===== config.mk =====
export PLATFORM = sky130hd
export DESIGN_NAME = cv32e40p_register_file_ecc_scrubber
export DESIGN_NICKNAME = d
export VERILOG_FILES = /design/src/rtl/cv32e40p_register_file_ecc_scrubber.sv
export SDC_FILE = /design/constraint.sdc
export NUM_CORES = 1
export LEC_CHECK = 0
export BUFFER_PORTS_ARGS = -buffer_cell sky130_fd_sc_hd__buf_2
export CAP_MARGIN = 20
export CORE_MARGIN = 4
export CORE_UTILIZATION = 51
export CTS_CLUSTER_SIZE = 30
export DETAILED_ROUTE_END_ITERATION = 6
export PLACE_DENSITY_LB_ADDON = 0.15
export SYNTH_ARGS = -nofsm -noshare
export SYNTH_HDL_FRONTEND = slang
export SYNTH_SLANG_ARGS = --single-unit
export TNS_END_PERCENT = 20

===== constraint.sdc =====
create_clock -name clk -period 3.24 [get_ports clk]
set_input_delay 0.162 -clock clk [delete_from_list [all_inputs] [get_ports clk]]
set_output_delay 0.162 -clock clk [all_outputs]
set_load 0.1 [all_outputs]

===== src/rtl/cv32e40p_register_file_ecc_scrubber.sv =====
// Background SECDED scrubber for the ECC register file: walks every word through the
// spare port, writes back corrected single-bit errors and flags double-bit errors.
module cv32e40p_register_file_ecc_scrubber #(
  parameter int DATA_WIDTH     = 32,
  parameter int PAR_WIDTH      = 6,
  parameter int NUM_WORDS      = 32,
  parameter int SCRUB_INTERVAL = 1024,
  parameter int SKIP_ZERO      = 1,
  parameter int CNT_WIDTH      = 16,
  localparam int ADDR_WIDTH    = $clog2(NUM_WORDS),
  localparam int CW_WIDTH      = DATA_WIDTH + PAR_WIDTH + 1
) (
  input  logic                  clk,
  input  logic                  rst_n,
  input  logic                  scrub_en_i,
  input  logic                  rf_busy_i,
  input  logic                  core_we_i,
  input  logic [ADDR_WIDTH-1:0] core_waddr_i,
  output logic                  rd_req_o,
  output logic [ADDR_WIDTH-1:0] rd_addr_o,
  input  logic                  rd_gnt_i,
  input  logic [CW_WIDTH-1:0]   rd_rdata_i,
  output logic                  wr_req_o,
  output logic [ADDR_WIDTH-1:0] wr_addr_o,
  output logic [CW_WIDTH-1:0]   wr_wdata_o,
  input  logic                  wr_gnt_i,
  output logic                  err_single_o,
  output logic                  err_double_o,
  output logic [ADDR_WIDTH-1:0] err_addr_o,
  output logic [CNT_WIDTH-1:0]  corr_cnt_o,
  output logic [CNT_WIDTH-1:0]  uncorr_cnt_o,
  output logic                  busy_o
);

  localparam int IW = (SCRUB_INTERVAL > 1) ? $clog2(SCRUB_INTERVAL) : 1;
  localparam logic [IW-1:0]         IV_LAST  = IW'(SCRUB_INTERVAL - 1);
  localparam logic [ADDR_WIDTH-1:0] PTR_FIRST = (SKIP_ZERO != 0) ? ADDR_WIDTH'(1) : '0;
  localparam logic [ADDR_WIDTH-1:0] PTR_LAST  = ADDR_WIDTH'(NUM_WORDS - 1);

  localparam logic [2:0] S_IDLE  = 3'd0;
  localparam logic [2:0] S_WAIT  = 3'd1;
  localparam logic [2:0] S_READ  = 3'd2;
  localparam logic [2:0] S_CAPT  = 3'd3;
  localparam logic [2:0] S_CHECK = 3'd4;
  localparam logic [2:0] S_WRITE = 3'd5;
  localparam logic [2:0] S_NEXT  = 3'd6;

  // Hamming position p (1-based) lives in codeword bit p-1; parity at powers of two.
  function automatic logic [CW_WIDTH-1:0] ecc_enc(input logic [DATA_WIDTH-1:0] d);
    logic [CW_WIDTH-1:0] cw;
    logic                x;
    int                  j;
    cw = '0;
    j  = 0;
    for (int p = 1; p < CW_WIDTH; p++) begin
      if ((p & (p - 1)) != 0) begin
        cw[p-1] = d[j];
        j++;
      end
    end
    for (int i = 0; i < PAR_WIDTH; i++) begin
      x = 1'b0;
      for (int p = 1; p < CW_WIDTH; p++)
        if (((p >> i) & 1) != 0) x = x ^ cw[p-1];
      cw[(1 << i) - 1] = x;
    end
    cw[CW_WIDTH-1] = ^cw[CW_WIDTH-2:0];
    return cw;
  endfunction

  function automatic logic [DATA_WIDTH-1:0] ecc_data(input logic [CW_WIDTH-1:0] cw);
    logic [DATA_WIDTH-1:0] d;
    int                    j;
    d = '0;
    j = 0;
    for (int p = 1; p < CW_WIDTH; p++) begin
      if ((p & (p - 1)) != 0) begin
        d[j] = cw[p-1];
        j++;
      end
    end
    return d;
  endfunction

  function automatic logic [PAR_WIDTH-1:0] ecc_syn(input logic [CW_WIDTH-1:0] cw);
    logic [PAR_WIDTH-1:0] s;
    s = '0;
    for (int i = 0; i < PAR_WIDTH; i++)
      for (int p = 1; p < CW_WIDTH; p++)
        if (((p >> i) & 1) != 0) s[i] = s[i] ^ cw[p-1];
    return s;
  endfunction

  logic [2:0]            state;
  logic [ADDR_WIDTH-1:0] ptr;
  logic [IW-1:0]         ivl_cnt;
  logic [CW_WIDTH-1:0]   cw_q;
  logic                  cancel_q;
  logic                  conflict;
  logic [PAR_WIDTH-1:0]  syn;
  logic                  ov;
  logic                  is_single;
  logic                  is_double;
  logic [CW_WIDTH-1:0]   fixed;
  logic [CW_WIDTH-1:0]   reenc;

  // A core write to the word in flight makes our copy stale.
  assign conflict = core_we_i && (core_waddr_i == ptr) &&
                    ((state == S_CAPT) || (state == S_CHECK) || (state == S_WRITE));

  assign rd_req_o  = (state == S_READ) && !rf_busy_i;
  assign rd_addr_o = (state == S_READ) ? ptr : '0;
  assign wr_req_o  = (state == S_WRITE) && !rf_busy_i && !conflict;
  assign wr_addr_o = (state == S_WRITE) ? ptr : '0;
  assign busy_o    = (state != S_IDLE) && (state != S_WAIT);

  always_comb begin
    syn       = ecc_syn(cw_q);
    ov        = ^cw_q;
    is_single = 1'b0;
    is_double = 1'b0;
    fixed     = cw_q;
    if (ov) begin
      if (syn == '0) begin
        is_single = 1'b1;
      end else if (int'(syn) <= CW_WIDTH - 1) begin
        is_single = 1'b1;
        fixed     = cw_q ^ (CW_WIDTH'(1) << (syn - PAR_WIDTH'(1)));
      end else begin
        is_double = 1'b1;
      end
    end else if (syn != '0) begin
      is_double = 1'b1;
    end
  end

  assign reenc = ecc_enc(ecc_data(fixed));

  always_ff @(posedge clk) begin
    if (!rst_n) begin
      state        <= S_IDLE;
      ptr          <= PTR_FIRST;
      ivl_cnt      <= '0;
      cw_q         <= '0;
      cancel_q     <= 1'b0;
      wr_wdata_o   <= '0;
      err_single_o <= 1'b0;
      err_double_o <= 1'b0;
      err_addr_o   <= '0;
      corr_cnt_o   <= '0;
      uncorr_cnt_o <= '0;
    end else begin
      err_single_o <= 1'b0;
      err_double_o <= 1'b0;
      case (state)
        S_IDLE: if (scrub_en_i) state <= S_WAIT;
        S_WAIT: begin
          if (!scrub_en_i) begin
            state   <= S_IDLE;
            ivl_cnt <= '0;
          end else if (ivl_cnt == IV_LAST) begin
            state   <= S_READ;
            ivl_cnt <= '0;
          end else begin
            ivl_cnt <= ivl_cnt + IW'(1);
          end
        end
        S_READ: begin
          cancel_q <= 1'b0;
          if (rd_req_o && rd_gnt_i) state <= S_CAPT;
        end
        S_CAPT: begin
          cw_q  <= rd_rdata_i;
          state <= S_CHECK;
          if (conflict) cancel_q <= 1'b1;
        end
        S_CHECK: begin
          state <= S_NEXT;
          if (is_single) begin
            err_single_o <= 1'b1;
            err_addr_o   <= ptr;
            wr_wdata_o   <= reenc;
            if (corr_cnt_o != '1) corr_cnt_o <= corr_cnt_o + CNT_WIDTH'(1);
            // Counted regardless; only the write-back is skipped on a conflict.
            if (!cancel_q && !conflict) state <= S_WRITE;
          end else if (is_double) begin
            err_double_o <= 1'b1;
            err_addr_o   <= ptr;
            if (uncorr_cnt_o != '1) uncorr_cnt_o <= uncorr_cnt_o + CNT_WIDTH'(1);
          end
        end
        S_WRITE: if (conflict || (wr_req_o && wr_gnt_i)) state <= S_NEXT;
        S_NEXT: begin
          ptr   <= (ptr == PTR_LAST) ? PTR_FIRST : ptr + ADDR_WIDTH'(1);
          state <= scrub_en_i ? S_WAIT : S_IDLE;
        end
        default: state <= S_IDLE;
      endcase
    end
  end

endmodule


# Yosys cells after proc, flatten, opt, wreduce, memory -nomap -nowiden
# Index checks and enable logic that the tools add are counted.
dict set report word_totals {
  ff_bits 136
  latch_bits 0
  in_bits 51
  mem_count 0
  rom_bits 0
  out_inout_bits 91
  ramBits 0
  elab_cells 274
}
dict set report classes {
  bitwise 178
  magnitude_cmp 1
  n_reduce_logical 31
  div_mod_pow 0
  mux 30
  mul 0
  n_eq_ne 17
  addsub 5
  shifts 1
}
# operator count
set ops {}
lappend ops {{bitwise XOR 1 bit} 174}
lappend ops {{2-to-1 mux 38 bit} 3}
lappend ops {{parity 39 bit} 1}
lappend ops {{parity 38 bit} 1}
lappend ops {{left shift 1 x 6 -> 38 bit (first input constant)} 1}
lappend ops {{bitwise XOR 38 bit} 1}
lappend ops {{adder 16 x 1 -> 16 bit (second input constant)} 2}
lappend ops {{!= test 16 bit (second input constant)} 2}
lappend ops {{2-to-1 mux 5 bit} 5}
lappend ops {{case mux 3 bit (7 select lines)} 1}
lappend ops {{2-to-1 mux 10 bit} 2}
lappend ops {{2-to-1 mux 3 bit} 6}
lappend ops {{2-to-1 mux 1 bit} 11}
lappend ops {{adder 10 x 1 -> 10 bit (second input constant)} 1}
lappend ops {{equality test 10 bit (second input constant)} 1}
lappend ops {{equality test 3 bit (second input constant)} 3}
lappend ops {{logical AND 1 bit} 9}
lappend ops {{AND reduction 2 bit} 4}
lappend ops {{AND reduction 4 bit} 2}
lappend ops {{equality test 3 x 2 -> 1 bit (second input constant)} 2}
lappend ops {{<= comparator 6 bit (second input constant)} 1}
lappend ops {{zero test 6 bit} 1}
lappend ops {{nonzero test 6 bit} 1}
lappend ops {{subtractor 6 x 1 -> 6 bit (second input constant)} 1}
lappend ops {{other kinds (18)} 27}

# Depth between registers and ports, before layout
# Gate-level depths: netlist of the first run.
dict set report logic_depth {
  word_depth 42
  depth_mapped 14
  mapped_depth_nobuf 11
}

# Least setup slack after synthesis of the first run
# OpenSTA, ideal clock, no wires.
dict set report synth_timing {
  path_kind {reg2reg}
  startpoint {register cw_q[8]}
  endpoint {register wr_wdata_o[38]}
  t_arrival_ns 3.422
  path_slack_ns -0.308
  path_buffers 1
  stages_incl_launch_ff 13
  synth_period_minus_slack_ns 3.548
  required_time_ns 3.114
  setup_ns 0.126
  cell_sequence {dfxtp_1 -> xor3_1 -> xnor3_1 -> xnor3_1 -> buf_2 -> or4_4 -> o22ai_1 -> nand2_1 -> xnor2_1 -> xnor2_1 -> xnor3_1 -> nor4_1 -> nor3_1}
}
dict set report synth_via {
  elab_chain_len 39
  word_cells_on_any_way 128
  cone_classes {add/sub (1); order compare (1); shift (1); mux (6); bitwise (115); reduce/logical (4)}
}
# element line
set synth_lines {}
lappend synth_lines {{start: declaration} 97} ;# logic [CW_WIDTH-1:0] cw_q;
lappend synth_lines {{start signal: assignment} 173} ;# cw_q <= rd_rdata_i;
lappend synth_lines {{bitwise XOR 1 bit (15 in series)} 90} ;# if (((p >> i) & 1) != 0) s[i] = s[i] ^ cw[p-1];
lappend synth_lines {{subtractor 6 x 1 -> 6 bit} 128} ;# fixed = cw_q ^ (CW_WIDTH'(1) << (syn - PAR_WIDTH'(1)));
lappend synth_lines {{left shift 1 x 6 -> 38 bit} 128}
lappend synth_lines {{bitwise XOR 38 bit} 128}
lappend synth_lines {{2-to-1 mux 38 bit} 126} ;# end else if (int'(syn) <= CW_WIDTH - 1) begin
lappend synth_lines {{2-to-1 mux 38 bit} 124} ;# if (syn == '0) begin
lappend synth_lines {{2-to-1 mux 38 bit} 123} ;# if (ov) begin
lappend synth_lines {{bitwise XOR 1 bit (17 in series)} 64} ;# if (((p >> i) & 1) != 0) x = x ^ cw[p-1];
lappend synth_lines {{parity 38 bit} 67} ;# cw[CW_WIDTH-1] = ^cw[CW_WIDTH-2:0];
lappend synth_lines {{end signal: assignment} 182} ;# wr_wdata_o <= reenc;
lappend synth_lines {{end: declaration} 25} ;# output logic [CW_WIDTH-1:0] wr_wdata_o,
# Several ways; a longest one is shown, not always the timed one.
# A chain may end at the register's enable or synchronous reset.

# Worst setup path after layout of the first run
dict set report layout_timing {
  startpoint {register cw_q[12]}
  endpoint {register wr_wdata_o[38]}
}
dict set report layout_via {
  elab_chain_len 38
  word_cells_on_any_way 136
  cone_classes {add/sub (1); order compare (1); shift (1); mux (6); bitwise (123); reduce/logical (4)}
}
# element line
set layout_lines {}
lappend layout_lines {{bitwise XOR 1 bit (14 in series)} 90}
lappend layout_lines {{subtractor 6 x 1 -> 6 bit} 128}
lappend layout_lines {{left shift 1 x 6 -> 38 bit} 128}
lappend layout_lines {{bitwise XOR 38 bit} 128}
lappend layout_lines {{2-to-1 mux 38 bit} 126}
lappend layout_lines {{2-to-1 mux 38 bit} 124}
lappend layout_lines {{2-to-1 mux 38 bit} 123}
lappend layout_lines {{bitwise XOR 1 bit (17 in series)} 64}
lappend layout_lines {{parity 38 bit} 67}
# Several ways; a longest one is shown, not always the timed one.

==> impl_metrics.toml, run 1 <==
[outcome]
outcome = "finished with violations"
violations = "setup timing"

[clock_network]
clk_pin_slew_worst_paths_ps = 60
cts.path.max_buffers = 2
cts_buffers = 17
cts-htree-levels = 4
clock-sinks = 136
cts_tree = "yes"
root_buffer = "clkbuf_16"
clkLatencyLatePin_ps = 440

[hold_path]
min_path_type = "in -> reg"

[logic_synthesis]
synth-xor-area-share = 0.276
ys_seq_area_frac = 0.342
avgSynthCellArea_sq_um = 8.83
synth_top_family_by_area = "XOR/XNOR gates"
synth_flop_cell = "dfxtp_1"
async_reset_ff_frac = 0
synth_edf_count = 0
synthCells = 900
synthSimpleGateAreaFrac = 0.211
synth-compound-area-share = 0.113
netlist_area_sq_um = 7950
synth.net_count = 956
yosysUniqueCellTypes = 65
synthMuxAreaShare = 0.0153
synthAdderAreaFrac = 0.00787
yosys_warnings = 0
synth_seq_cells = 136

[sta]
finalHoldViolCount = 0
fin_crit_ps = 3560
fin_crit_sh = 1.10
setup_tns_ps = -2880
setup_slack_ps = -324
finClkSkew_ps = 17.4
tightest_slew_ps = 914
relSlewSlack = 0.389
fmax_mhz = 281
setup_viol = 20
rsz0062_at_grt = "true"
drv_slew = 0

[drt]
num_vias = 7424
firstDrtPassIters = 5
antenna_left = 0
wl_mm = 23.5
wl_met1_mm = 10.2
route.met3.wl_mm = 1.37
highest_layer = "met5"
vias_per_cell = 5.17
met2WireLength_mm = 11.5
drc = 0
wl_per_cell_microns = 16.4
drt_iter0_markers = 357

[floorplan]
die_area_sq_um = 17700
start_util = 0.521
fp.dieW_microns = 133
ios = 142
placementRows = 45
die_h_microns = 133
core_sq_um = 15300

[pwr]
p_switching_mw = 4.09
p_comb_frac = 0.611
internal-power_mw = 5.82
leakagePower_nw = 4.90
peakVddDrop_mv = 0.670
power_frac_seq = 0.188
p_clk_frac = 0.202
p_per_area_nw_per_um2 = 853
power.share.switching = 0.413

[worst_setup_path]
path_class = "reg -> reg"
cp_max_fo = 5
cp_data_required_time_ps = 3560
cpPeakStageDelay_ps = 450
cpMaxStageDelayCell = "xnor3_1"
cp.arrival_ps = 3880
path_delay_family = "XOR/XNOR gates"
crit_chain = "buf_4, xnor2_2, xnor3_1, xor2_2, xor2_2, nand3_1, nor3_1, xnor2_1, xnor3_1, xnor3_2, nor4_2, nor3_1"
worstSetupStartpointType = "register"
end_kind = "register"
crit_buf_inv = 1

[layout]
final_common_cell = "buf_4"
diodes = 0
final_cell_mix = "159 x buf_4, 141 x buf_2, 122 x dfxtp_1"
syn_to_final_growth_pct = 46.2
final_layout_size_suffix_gt1_frac = 0.387
nets = 1269
post-route-cell-area_sq_um = 11600

[global_route]
antenna_found_initial = 1
grt_pass1_wl_mm = 36.3
gr-usage-all-layers = 0.259
overflow = 0
grt_max_degree = 82
grt_pass1_vias = 6981

[placement]
port-buffer-count = 141
place_congestion = 0.951
placed_area_sq_um = 9980
dp.final_hpwl_mm = 16.6

[flow_run]
drv_cap = 0
## synth_stat cells (7+ instances only)
master / count / area, sq um
and3_1: 15 / 93.8
xnor2_2: 12 / 195
nand3_1: 25 / 125
nand2_1: 116 / 435
nor2b_1: 7 / 43.8
inv_1: 8 / 30.0
a21oi_1: 57 / 285
a211oi_1: 32 / 240
xor2_1: 47 / 412
xor3_1: 7 / 166
clkbuf_1: 37 / 139
nand4_1: 11 / 68.8
nor2_1: 119 / 447
dfxtp_1: 136 / 2720
nor3_1: 16 / 80.1
xnor2_1: 87 / 762
and2_1: 7 / 43.8
xnor3_1: 20 / 450
nor4_1: 8 / 50.1
mux2i_1: 11 / 110
buf_2: 10 / 50.1
o21ai_0: 21 / 105
## worst register-to-register path: stages (launching register included)
cell,delay [ps]
dfxtp_2,320
buf_4,170
xnor2_2,220
xnor3_1,390
xor2_2,280
xor2_2,330
nand3_1,180
nor3_1,250
xnor2_1,210
xnor3_1,460
xnor3_2,320
nor4_2,240
nor3_1,80
## path summary, 6_finish.rpt
check / start / to / slack, ps / cells past startpoint
setup / recovery: cw_q[12] / wr_wdata_o[38] / -320 / 12
hold / removal: rd_rdata_i[13] / cw_q[13] / 30 / 3
setup reg to reg: cw_q[12] / wr_wdata_o[38] / -320 / 12
hold reg to reg: cw_q[15] / cw_q[15] / 480 / 2
## final cells by class
type,instances,area [sq um]
clock inverters,12,139
fillers,1128,3640
multi-input cells,698,5490
repair buffers,351,2480
clock buffers,20,467
well taps,211,264
flip-flops and latches,136,2750
inverters,9,36.3
## power groups by stage
stage          clock network, mW  registers [mW]  logic (mW)
6_report                    2.00            1.86        6.05
5_1_grt                     2.09            1.87        6.35
4_1_cts                     2.03            1.86        5.56
3_5_place_dp                   0            1.89        5.13
3_3_place_gp                   0            1.89        5.17
2_1_floorplan                  0            2.16        2.78
## logic make-up after synthesis
group,Yosys count
AND/OR/NAND/NOR,358
AO/OA/AOI/OAI,141
flip-flops,136
multiplexers,12
XOR/XNOR,182
buffers and inverters,66
adder cells (fa/ha/maj),5
## flip-flops by register name, summed over array words and instances, names as in the netlist
signal	flops
err_addr_o	5
corr_cnt_o	16
ivl_cnt	10
cw_q	39
state	3
err_double_o	1
cancel_q	1
wr_wdata_o	39
ptr	5
err_single_o	1
uncorr_cnt_o	16
## timing repair
| item | 4_1_cts | 5_1_grt |
|---|---|---|
| hold buffers | 35 | 0 |
| resized for setup | 38 | 75 |
| pin swaps | 13 | 51 |
| setup endpoints to repair | 69 | 77 |
| setup buffers | 5 | 12 |
| hold endpoints to repair | 35 | 0 |
## per-layer routing
metal,vias to the layer above,global-route usage
met3,44,0.0567
met1,3462,0.336
li1,3702,-
met2,214,0.427
met4,2,0.0895
met5,-,0
## through the flow
step           total power [mW]  utilization  hold slack (ps)  std cells  worst slack, ps
2_1_floorplan              4.94            -              251        900             -200
3_3_place_gp               7.06        0.654              403       1355             -421
3_5_place_dp               7.03        0.654              411       1355             -419
4_1_cts                    9.44        0.733             1.88       1426             -280
5_1_grt                    10.3        0.762             12.4       1437             -507
6_report                   9.91        0.762             33.9       1437             -324
(Power assumes the default switching activity.)
==> run 2: changes to the inputs <==
CORE_UTILIZATION = 35   (was 51)
==> impl_metrics.toml, run 2 (same netlist as run 1, synthesis figures left out) <==
[outcome]
outcome = "finished with violations"
violations = "setup timing"

[sta]
finClkSkew_ps = 12.0
setup_tns_ps = -2590
setup_slack_ps = -332
fmax_mhz = 280
finalHoldViolCount = 0
fin_hold_ws_ps = 12.5
fin_crit_sh = 1.10
tightest_slew_ps = 860
relSlewSlack = 0.425
fin_crit_ps = 3570
drv_slew = 0
rsz0062_at_grt = "true"
setup_viol = 19

[global_route]
overflow = 0
grt_pass1_vias = 7423
gr-usage-all-layers = 0.199
grt_pass1_wl_mm = 40.3
antenna_found_initial = 0
grt_max_degree = 59

[worst_setup_path]
path_delay_family = "XOR/XNOR gates"
cpPeakStageDelay_ps = 480
ff2ff_path_depth = 13
cp.arrival_ps = 3920
cp_max_fo = 6
cp_data_required_time_ps = 3590
crit_buf_inv = 2
r2r_slack_ps = -330
cpMaxStageDelayCell = "xor3_2"
crit_chain = "xor3_2, buf_4, xnor3_2, xnor3_1, buf_6, or4_4, o22ai_1, nand2_1, xnor2_2, xnor2_2, xnor3_1, and3_1, nor3_1"
regToRegEndpoint = "wr_wdata_o[38]"
r2r-start = "cw_q[12]"
worstSetupStartpointType = "register"
end_kind = "register"
path_class = "reg -> reg"
cp_num_cells = 13

[placement]
dp.cells = 1439
placed_area_sq_um = 10200
dp.final_hpwl_mm = 18.8
place_congestion = 0.918
port-buffer-count = 141

[pwr]
p_comb_frac = 0.616
power.share.switching = 0.406
internal-power_mw = 6.14
leakagePower_nw = 5.00
p_clk_frac = 0.204
p_switching_mw = 4.20
p_per_area_nw_per_um2 = 868
power_frac_seq = 0.181
peakVddDrop_mv = 0.504

[floorplan]
placementRows = 54
die_area_sq_um = 25200
die_h_microns = 159
start_util = 0.360
ios = 142
core_sq_um = 22100
fp.dieW_microns = 159

[clock_network]
clkLatencyLatePin_ps = 430
cts.path.max_buffers = 2
cts_tree = "yes"
clk_pin_slew_worst_paths_ps = 60
clock-sinks = 136
cts_buffers = 17
cts-htree-levels = 4
root_buffer = "clkbuf_16"

[hold_path]
hold_end = "cw_q[6]"
min_path_type = "in -> reg"
hold_path_depth = 3
hp-start = "rd_rdata_i[6]"

[drt]
vias_per_cell = 4.84
antenna_left = 0
drt_iter0_markers = 275
wl_mm = 25.4
firstDrtPassIters = 4
drc = 0
num_vias = 7370
wl_per_cell_microns = 16.7

[layout]
post-route-cell-area_sq_um = 11900
fin_util = 0.539
reg.largest.list = "cw_q: 39 flops, wr_wdata_o: 39 flops"
fill_cells = 2061
finalNonFillerCells = 1524
syn_to_final_growth_pct = 49.8
nets = 1287
final_cell_mix = "181 x buf_4, 141 x buf_2, 120 x dfxtp_1"
final_layout_size_suffix_gt1_frac = 0.404
final_common_cell = "buf_4"
diodes = 0

[flow_run]
drv_cap = 0
[run 2: worst max-delay path by stage]
| stage | from | to | slack, ps |
|---|---|---|---|
| finish | cw_q[12] | wr_wdata_o[38] | -330 |
| global route | cw_q[12] | wr_wdata_o[38] | -480 |
| CTS | cw_q[13] | wr_wdata_o[38] | -340 |
| detailed placement | cw_q[7] | wr_wdata_o[38] | -490 |
| global placement | cw_q[16] | wr_wdata_o[3] | -580 |
| floorplan | cw_q[12] | wr_wdata_o[38] | -200 |
[run 2: worst reg2reg max path, delay by kind of cell, from the launching register on]
| family | cells | cell delay [ps] |
|---|---|---|
| DFF | 1 | 340 |
| AOI/OAI and AO/OA | 1 | 160 |
| buffers and inverters | 2 | 320 |
| and+or+nand+nor | 4 | 890 |
| xor gates and xnor gates | 6 | 1810 |
[run 2: timing repair]
item | CTS | global route
setup buffers | 20 | 9
gates resized for setup | 64 | 65
pin swaps | 31 | 62
hold buffers | 25 | 1
endpoints found under the hold margin | 25 | 1
setup endpoints to repair | 60 | 70
[run 2: stage by stage]
stage,setup slack (ps),power (mW)
4_1_cts,-336,9.90
3_5_place_dp,-493,7.13
2_1_floorplan,-200,4.94
3_3_place_gp,-582,7.15
6_report,-332,10.3
5_1_grt,-477,10.8
[run 2: area by class of cell]
type                    instances  area, sq um  area share
well taps                     280          350      0.0294
clock buffers                  19          443      0.0372
multi-input cells             698         5540       0.465
repair buffers                369         2590       0.218
clock inverters                13          193      0.0162
inverters                       9         36.3     0.00305
flip-flops and latches        136         2760       0.231
[run 2: metal layers]
layer | vias up | track usage | routed length (microns)
met5 | - | 0 | 0
met4 | 0 | 0.0481 | 265
met3 | 16 | 0.0490 | 1260
met2 | 151 | 0.334 | 12300
met1 | 3461 | 0.259 | 11500
li1 | 3742 | - | -
[run 2: power groups by stage]
stage | combinational [mW] | sequential, mW | clock, mW
after floorplan | 2.78 | 2.16 | 0
after global placement | 5.26 | 1.89 | 0
after detailed placement | 5.24 | 1.89 | 0
after CTS | 5.89 | 1.86 | 2.15
after global routing | 6.73 | 1.88 | 2.23
final | 6.36 | 1.87 | 2.11
==> run 3: changes to the inputs <==
--- a/config.mk
+++ b/config.mk
@@ -14,2 +14,3 @@
 export PLACE_DENSITY_LB_ADDON = 0.15
+export SETUP_SLACK_MARGIN = 0.4
 export SYNTH_ARGS = -nofsm -noshare
==> constraint.sdc (replaced) <==
create_clock -name clk -period 3.24 [get_ports clk]
set_input_delay 0.648 -clock clk [delete_from_list [all_inputs] [get_ports clk]]
set_output_delay 0.648 -clock clk [all_outputs]
set_load 0.1 [all_outputs]
==> impl_metrics.toml, run 3 (same netlist as run 1, synthesis figures left out) <==
[outcome]
outcome = "finished with violations"
violations = "setup timing"

[drt]
wl_mm = 25.1
wl_met1_mm = 11.3
route.met3.wl_mm = 1.01
highest_layer = "met4"
antenna_left = 0
drc = 0
drt_iter0_markers = 299
firstDrtPassIters = 4
met2WireLength_mm = 12.2
vias_per_cell = 4.85
wl_per_cell_microns = 16.6
num_vias = 7320

[global_route]
grt_max_degree = 60
gr-usage-all-layers = 0.194
antenna_found_initial = 0
overflow = 0
grt_pass1_vias = 7260
grt_pass1_wl_mm = 39.2

[worst_setup_path]
cp_data_required_time_ps = 3550
path_class = "reg -> reg"
cp_max_fo = 4
r2r_slack_ps = -340
cpPeakStageDelay_ps = 460
end_kind = "register"
crit_top_cell = "buf_4"
crit_chain = "xor3_1, xnor3_2, buf_6, nor2b_1, mux2i_2, buf_4, nor3_4, buf_4, buf_4, nand4_1, nand2b_1, o21ai_0, buf_4, xnor3_1, nor4_1, nor3_1"
worstSetupStartpointType = "register"
path_delay_family = "XOR/XNOR gates"
cpMaxStageDelayCell = "xor3_1"
crit_buf_inv = 5
cp.arrival_ps = 3890

[clock_network]
clock-sinks = 136
cts_hold_buf = 0
clk_pin_slew_worst_paths_ps = 60
cts_tree = "yes"
cts.path.max_buffers = 2
cts_buffers = 17
clkLatencyLatePin_ps = 430
cts-htree-levels = 4
root_buffer = "clkbuf_16"

[placement]
placed_area_sq_um = 10200
port-buffer-count = 141
post-place-ws_ps = -370
place_congestion = 0.929
dp.final_hpwl_mm = 18.9

[sta]
setup_viol = 19
finClkSkew_ps = 11.5
finalHoldViolCount = 0
fin_crit_ps = 3580
fmax_mhz = 279
fin_crit_sh = 1.11
rsz0062_at_grt = "true"
fin_hold_ws_ps = 453
tightest_slew_ps = 674
setup_slack_ps = -345
drv_slew = 0
relSlewSlack = 0.551

[floorplan]
core_sq_um = 22100
die_h_microns = 159
die_area_sq_um = 25200
placementRows = 54
ios = 142
fp.dieW_microns = 159
start_util = 0.360

[hold_path]
min_path_type = "reg -> reg"

[layout]
reg.largest.list = "cw_q: 39 flops, wr_wdata_o: 39 flops"
final_layout_size_suffix_gt1_frac = 0.401
final_common_cell = "buf_4"
syn_to_final_growth_pct = 47.5
post-route-cell-area_sq_um = 11700
ff_latch_area_sq_um = 2740
fin_util = 0.531
final_cell_mix = "186 x buf_4, 141 x buf_2, 123 x dfxtp_1"
multiInputGateArea_sq_um = 5450
nets = 1270
fill_cells = 2048

[pwr]
leakagePower_nw = 4.95
p_per_area_nw_per_um2 = 873
total_power_mw = 10.2
peakVddDrop_mv = 0.484

[flow_run]
drv_cap = 0
run 3: cell types whose count changed in the layout (fill, tap and decap cells not counted), moves of 3 or more:
cell and delta:
buf_12 +4, buf_4 +5, dfxtp_1 +3, dfxtp_4 -4, dlygate4sd3_1 -26, nor4_1 +4
nor4_2 -3, o21ai_0 +3, o21ai_1 -3, xor2_1 -5, xor2_2 +4
run 3: path summary, 6_finish.rpt:
path                               start        endpoint  cells past startpoint
worst max-delay path             cw_q[7]  wr_wdata_o[38]                     16
worst min-delay path            cw_q[15]        cw_q[15]                      2
worst max register to register   cw_q[7]  wr_wdata_o[38]                     16
worst min register to register  cw_q[15]        cw_q[15]                      2
run 3: final cells by class:
cell class                      instances  area share
Multi-Input combinational cell        698       0.465
Sequential cell                       136       0.234
Timing Repair Buffer                  352       0.209
Clock buffer                           17      0.0363
Tap cell                              280      0.0299
Clock inverter                         15      0.0225
Inverter                                9     0.00309
Antenna cell                            1    0.000213
run 3: tightest hold or removal path: stages (launching register included):
cell	delay, ps
dfxtp_2	320
nand2_1	50
a21oi_1	50
run 3: routing by layer:
layer / track usage / up-vias
met4: 0.0600 / 0
met1: 0.243 / 3447
met3: 0.0433 / 27
met2: 0.333 / 142
li1: - / 3704
met5: 0 / -
run 3: repair_timing:
item	4_1_cts	5_1_grt
resized for setup	47	53
setup buffers	16	23
pin swaps	22	47
setup endpoints to repair	73	79
run 3: metrics by stage:
step / std cells / setup TNS, ps
after floorplan: 900 / -1380
after global placement: 1436 / -3720
after detailed placement: 1436 / -4760
after CTS: 1484 / -3090
after global routing: 1507 / -8050
final: 1508 / -2480
run 3: report_power, final:
| part | leakage [nW] | switching [mW] | internal, mW |
|---|---|---|---|
| combinational | 3.51 | 3.20 | 2.93 |
| sequential | 1.10 | 0.0741 | 1.76 |
| clock | 0.336 | 0.808 | 1.47 |
